$ cat src/rtl/sync_fifo_if.sv
// Handshake bundle between a producer/consumer pair and sync_fifo.
// The master drives requests and write data; the slave (the FIFO)
// returns read data and status.
interface sync_fifo_if #(
    parameter int WIDTH = 8
);
    logic             wr_en;
    logic             rd_en;
    logic [WIDTH-1:0] wr_data_i;
    logic [WIDTH-1:0] rd_data_o;
    logic             full_o;
    logic             empty_o;
    logic             error_o;

    modport master (
        output wr_en, rd_en, wr_data_i,
        input  rd_data_o, full_o, empty_o, error_o
    );

    modport slave (
        input  wr_en, rd_en, wr_data_i,
        output rd_data_o, full_o, empty_o, error_o
    );
endinterface

$ cat src/rtl/sync_fifo.sv
// Single-clock FIFO with registered read data, full/empty flags and a
// one-cycle error strobe on overflow/underflow attempts.
// Pointers carry one extra wrap bit so full and empty are distinguishable
// when the index bits match.
module sync_fifo #(
    parameter int WIDTH      = 8,
    parameter int DEPTH      = 16,
    localparam int ADDR_WIDTH = $clog2(DEPTH)
) (
    input  logic           clk_i,
    input  logic           rst_i,
    sync_fifo_if.slave     bus
);
    logic [ADDR_WIDTH:0]   wr_ptr;
    logic [ADDR_WIDTH:0]   rd_ptr;
    logic [WIDTH-1:0]      mem [DEPTH];
    logic [WIDTH-1:0]      rd_data_q;
    logic                  error_q;

    logic                  full;
    logic                  empty;
    logic                  rd_accept;
    logic                  wr_accept;
    logic                  overflow;
    logic                  underflow;

    // Status decoded straight from the registered pointers.
    assign empty = (wr_ptr == rd_ptr);
    assign full  = (wr_ptr[ADDR_WIDTH-1:0] == rd_ptr[ADDR_WIDTH-1:0]) &&
                   (wr_ptr[ADDR_WIDTH] != rd_ptr[ADDR_WIDTH]);

    // A read frees a slot, so a write into a full FIFO is legal when paired
    // with an accepted read. A read into an empty FIFO never sees the
    // same-cycle write (no read-through).
    assign rd_accept = bus.rd_en && !empty;
    assign wr_accept = bus.wr_en && (!full || rd_accept);
    assign overflow  = bus.wr_en && full && !rd_accept;
    assign underflow = bus.rd_en && empty;

    // Storage array: written on accepted pushes only.
    // NOTE: the memory has no reset; clearing it would forbid RAM inference
    // and nothing reads an entry before it has been written.
    always_ff @(posedge clk_i) begin
        if (rst_i && wr_accept) begin
            mem[wr_ptr[ADDR_WIDTH-1:0]] <= bus.wr_data_i;
        end
    end

    // Pointers, read data and error strobe with synchronous active-low reset.
    // NOTE: non-blocking assignments keep every register sampling the
    // pre-edge values, so ordering of statements here cannot create races.
    always_ff @(posedge clk_i) begin
        if (!rst_i) begin
            wr_ptr    <= '0;
            rd_ptr    <= '0;
            rd_data_q <= '0;
            error_q   <= 1'b0;
        end else begin
            if (wr_accept) begin
                wr_ptr <= wr_ptr + 1'b1;
            end
            if (rd_accept) begin
                rd_ptr    <= rd_ptr + 1'b1;
                rd_data_q <= mem[rd_ptr[ADDR_WIDTH-1:0]];
            end
            error_q <= overflow || underflow;
        end
    end

    assign bus.rd_data_o = rd_data_q;
    assign bus.full_o    = full;
    assign bus.empty_o   = empty;
    assign bus.error_o   = error_q;
endmodule

$ cat src/flat_wrapper.sv
// flat-port wrapper written by rule: the top's interface ports become plain ports
module sync_fifo_flat 
#(
    parameter int WIDTH      = 8,
    parameter int DEPTH      = 16,
    localparam int ADDR_WIDTH = $clog2(DEPTH)
)
  (clk_i, rst_i, bus_wr_en, bus_rd_en, bus_wr_data_i, bus_rd_data_o, bus_full_o, bus_empty_o, bus_error_o);
  sync_fifo_if #(.WIDTH(WIDTH)) bus_i ();
  input  logic clk_i;
  input  logic rst_i;
  input wire logic [$bits(bus_i.wr_en)-1:0] bus_wr_en;
  input wire logic [$bits(bus_i.rd_en)-1:0] bus_rd_en;
  input wire logic [$bits(bus_i.wr_data_i)-1:0] bus_wr_data_i;
  output wire logic [$bits(bus_i.rd_data_o)-1:0] bus_rd_data_o;
  output wire logic [$bits(bus_i.full_o)-1:0] bus_full_o;
  output wire logic [$bits(bus_i.empty_o)-1:0] bus_empty_o;
  output wire logic [$bits(bus_i.error_o)-1:0] bus_error_o;
  assign bus_i.wr_en = bus_wr_en;
  assign bus_i.rd_en = bus_rd_en;
  assign bus_i.wr_data_i = bus_wr_data_i;
  assign bus_rd_data_o = bus_i.rd_data_o;
  assign bus_full_o = bus_i.full_o;
  assign bus_empty_o = bus_i.empty_o;
  assign bus_error_o = bus_i.error_o;
  sync_fifo #(.WIDTH(WIDTH), .DEPTH(DEPTH)) u_core (.clk_i(clk_i), .rst_i(rst_i), .bus(bus_i));
endmodule
$ cat config.mk
export PLATFORM = sky130hd
export DESIGN_NAME = sync_fifo_flat
export DESIGN_NICKNAME = d
export VERILOG_FILES = /design/src/rtl/sync_fifo_if.sv /design/src/rtl/sync_fifo.sv /design/src/flat_wrapper.sv
export SDC_FILE = /design/constraint.sdc
export NUM_CORES = 1
export LEC_CHECK = 0
export CORE_MARGIN = 4
export CORE_UTILIZATION = 52
export DETAILED_ROUTE_END_ITERATION = 12
export MAX_ROUTING_LAYER = met4
export PLACE_DENSITY = 0.81
export SYNTH_ARGS = -nofsm -noshare
export SYNTH_HDL_FRONTEND = slang
export SYNTH_SLANG_ARGS = --single-unit
$ cat constraint.sdc
create_clock -name clk_i -period 2.5 [get_ports clk_i]
set_input_delay 0.5 -clock clk_i [delete_from_list [all_inputs] [get_ports clk_i]]
set_output_delay 0.5 -clock clk_i [all_outputs]
set_load 0.01 [all_outputs]
==> out/summary.log <==
[detailed_routing] Routed Antenna Nets 0
[worst_setup_path] capturing element of the worst setup path u_core.mem[0][1]
[pwr] total leakage power 2.34 nW
[finish] final standard cell area without fillers 6950 sq um
[grt] GRT Total Usage 18.9%
[grt] via count of the first global-routing pass 3217
[sta] actual slew at the worst max-slew pin 0.651 ns
[worst_setup_path] Critical Path Start u_core.wr_ptr[1]
[grt] largest net degree at the start of global routing 53
[worst_setup_path] CP startpoint kind flop
[sta] skew final 0.00393 ns
[worst_setup_path] type of element capturing the critical path flop
[logic_synthesis] top cells by area, synth sky130_fd_sc_hd__edfxtp_1, sky130_fd_sc_hd__dfxtp_1, sky130_fd_sc_hd__mux4_2
[die] std cell rows 39
[pwr] Internal Power 4.26 mW
[die] Top-Level Pins 23
[worst_setup_path] Crit Reg-Reg Startpoint u_core.wr_ptr[1]
[cts] buffer depth of the longest clock path 2
[logic_synthesis] synthesized area divided by synthesized cell count 17.5 sq um
[pwr] sequential fraction of design power 50.2%
[detailed_routing] Post-route DRC 0
[die] die height 116 um
[finish] nets 411
[finish] # fillers 799
[detailed_routing] met3 layer wire length in the routed design 684 um
[placed_design] placed standard-cell area 6450 sq um
[die] Die Footprint 13400 sq um
[sta] Slew headroom 56.5%
[grt] number of antenna violations at the first check in global routing 0
[die] core area 11400 sq um
[grt] first-pass GRT wire length 17600 um
[hold_path] Hold Crit Class reg2reg
[worst_setup_path] Data required, critical path 2.61 ns
[outcome] outcome finished clean
[logic_synthesis] post-synth cell types 32
[logic_synthesis] most used flip-flop cell after synthesis sky130_fd_sc_hd__edfxtp_1
[detailed_routing] total number of vias 3156
[sta] post-layout min period 2.27 ns
[worst_setup_path] Worst Path Arrival 2.38 ns
[worst_setup_path] setup slack on the worst flop-to-flop path 0.23 ns
[cts] deepest level of the CTS H-tree 4
[logic_synthesis] Mapped Cells 344
[sta] setup repair after global routing missed its margin false
[detailed_routing] final routed wirelength across all metal layers 11200 um
[detailed_routing] Avg WL per Cell 20.4 um
[logic_synthesis] post-synth design cell area 6020 sq um
[cts] number of sinks on the clock net 147
[logic_synthesis] fraction of post-synthesis cell area in the top cell type by area 63.9%
[pwr] combinational cell fraction of total power 11.7%
[logic_synthesis] total of warnings raised by yosys 0
[worst_setup_path] Worst Path Max Fanout 8
[hold_path] start point of the worst hold path u_core.bus.rd_data_o[5]
[cts] TritonCTS clock tree built
[sta] # setup viols final 0
[worst_setup_path] worst reg-to-reg path cell count 8
[pwr] Peak VDD IR 0.486 mV
[worst_setup_path] worst reg2reg path endpoint u_core.mem[0][1]
[placed_design] number of cells in the design after placement 517
[pwr] power share of the clock group 38.1%
[logic_synthesis] share of flip-flops with an asynchronous set or reset after synthesis 0%
[detailed_routing] starting DRC count in detailed routing 293
[logic_synthesis] most common library cells after synthesis sky130_fd_sc_hd__edfxtp_1, sky130_fd_sc_hd__a21oi_1, sky130_fd_sc_hd__dfxtp_1
[detailed_routing] Metal-1 WL 4670 um
[die] initial cell density of the core 52.9%
[placed_design] final weighted congestion in routability-driven placement 0.872
[logic_synthesis] most frequent cell after synthesis sky130_fd_sc_hd__edfxtp_1
[logic_synthesis] Synth Net Count 361
[detailed_routing] max layer used met4
[sta] worst hold margin 0.538 ns
[finish] n_diodes 0
[logic_synthesis] EDFF count, synth 128
[finish] post-route insts no fill 548
[sta] total negative setup slack 0 ns
[grt] GRT overflow 0
[cts] CTS hold repair buffers 0
[cts] source-to-sink clock delay at the later pin of the worst-skew pair 0.41 ns
[cts] clk root buf sky130_fd_sc_hd__clkbuf_16
[pwr] P per Cell Area 789 nW/um^2
[logic_synthesis] library cell occupying the most area in the post-synthesis netlist sky130_fd_sc_hd__edfxtp_1
[logic_synthesis] Seq/Total Area, Yosys 70.2%
[cts] total CTS buffers 17
[detailed_routing] sum of met2 wire segment lengths after detailed routing 5650 um
[sta] number of hold-slack violations in the final timing report 0
[logic_synthesis] number of synthesized register bits 147
[placed_design] DPL Wire Length 7130 um
[sta] final period utilization 90.9%
[detailed_routing] first-pass detailed-route iteration total 4
[finish] Post-Route Utilization 61.1%
[cts] CTS clock-pin slew for the worst setup and hold paths 0.05 ns
[finish] fraction of final layout cells sized beyond drive strength 1 21.2%
[sta] max-slew violation count 0
[worst_setup_path] kind of critical path reg2reg
[placed_design] port bufs 22
[die] Chip Width 116 um
[sta] achievable clock frequency 440 MHz
[finish] synthesis-to-finish area growth 15.4%
[pwr] P_sw 1.23 mW
[flow_run] max-capacitance violation count 0
[detailed_routing] vias per std cell 5.76
[pwr] switching portion of total power 22.4%
how the worst min path moves through the flow:
stage / cells past startpoint / endpoint
3_5_place_dp: 2 / u_core.bus.rd_data_o[0]
5_1_grt: 2 / u_core.bus.rd_data_o[5]
3_3_place_gp: 2 / u_core.bus.rd_data_o[3]
6_report: 2 / u_core.bus.rd_data_o[5]
4_1_cts: 2 / u_core.bus.rd_data_o[5]
2_1_floorplan: 2 / u_core.wr_ptr[3]
critical path, stage by stage (launching register included):
cell and delay (ns):
sky130_fd_sc_hd__dfxtp_2 0.40, sky130_fd_sc_hd__xor2_1 0.26, sky130_fd_sc_hd__nor4_4 0.07, sky130_fd_sc_hd__buf_4 0.15, sky130_fd_sc_hd__buf_4 0.14, sky130_fd_sc_hd__a21oi_1 0.35
sky130_fd_sc_hd__nand2_1 0.20, sky130_fd_sc_hd__nor3_1 0.19, sky130_fd_sc_hd__buf_4 0.21
power groups by stage:
| stage | Sequential, mW | Combinational, mW | Clock (mW) |
|---|---|---|---|
| 6_report | 2.75 | 0.640 | 2.09 |
| 3_5_place_dp | 2.80 | 0.631 | 0 |
| 5_1_grt | 2.76 | 0.692 | 2.24 |
| 2_1_floorplan | 2.82 | 0.394 | 0 |
| 4_1_cts | 2.76 | 0.648 | 2.12 |
| 3_3_place_gp | 2.80 | 0.618 | 0 |
kinds of logic after synthesis:
family          share of synthesized area (%)
compound gates                           4.53
xor+xnor                                 1.31
fa+ha+maj                                1.04
buf+inv                                  3.33
flops                                    70.2
mux                                      13.5
simple gates                             6.07
placed cells by master (no fill, tap or decap), drive strengths merged, types with 2 or more instances in the layout:
| master | n |
|---|---|
| edfxtp | 128 |
| buf | 29 |
| mux4 | 24 |
| clkbuf | 21 |
| a21oi | 20 |
| clkdlybuf4s50 | 20 |
| dfxtp | 19 |
| mux2 | 16 |
| nor2 | 14 |
| nand2 | 14 |
| nor3 | 12 |
| nor2b | 11 |
| a211oi | 8 |
| o22ai | 8 |
| o21ai | 8 |
| xor2 | 7 |
| nand2b | 7 |
| clkinv | 7 |
| mux2i | 6 |
| and2 | 5 |
| ha | 5 |
| nand4 | 3 |
| inv | 2 |
| xnor2 | 2 |
| a21boi | 2 |
| clkinvlp | 2 |
| dlymetal6s2s | 2 |
repair_timing:
| action | 4_1_cts | 5_1_grt |
|---|---|---|
| endpoints found under the hold margin | 0 | 0 |
| endpoints found under the setup margin | 2 | 2 |
| pin swaps | 1 | 1 |
| buffers inserted | 1 | 0 |
| resized for setup | 2 | 2 |
| gates cloned | 0 | 0 |
routing by layer:
metal | global-route usage [%] | vias up
met5 | - | -
met4 | 6.73 | 0
met3 | 5.12 | 11
met2 | 29.3 | 109
met1 | 24.3 | 1587
li1 | - | 1449
layout make-up:
cell class                      instances  area (sq um)  area share (%)
Sequential cell                       147          4230            60.9
Multi-Input combinational cell        175          1590            22.9
Timing Repair Buffer                   51           455            6.56
Clock buffer                           21           440            6.34
Tap cell                              143           179            2.58
Clock inverter                          9          42.5           0.612
Inverter                                2          7.51           0.108
state kept, by name, summed over array words and instances, names as in the netlist:
register,flops
u_core.rd_ptr,5
u_core.bus.rd_data_o,8
u_core.mem,128
u_core.wr_ptr,5
u_core.bus.error_o,1
metrics by stage:
step	setup slack, ns	total power [mW]
global placement	0.153	3.42
CTS	0.0299	5.52
global route	0.0608	5.69
detailed placement	0.115	3.44
floorplan	0.274	3.21
finish	0.228	5.48
No activity file was read; power rests on OpenSTA's default activity.
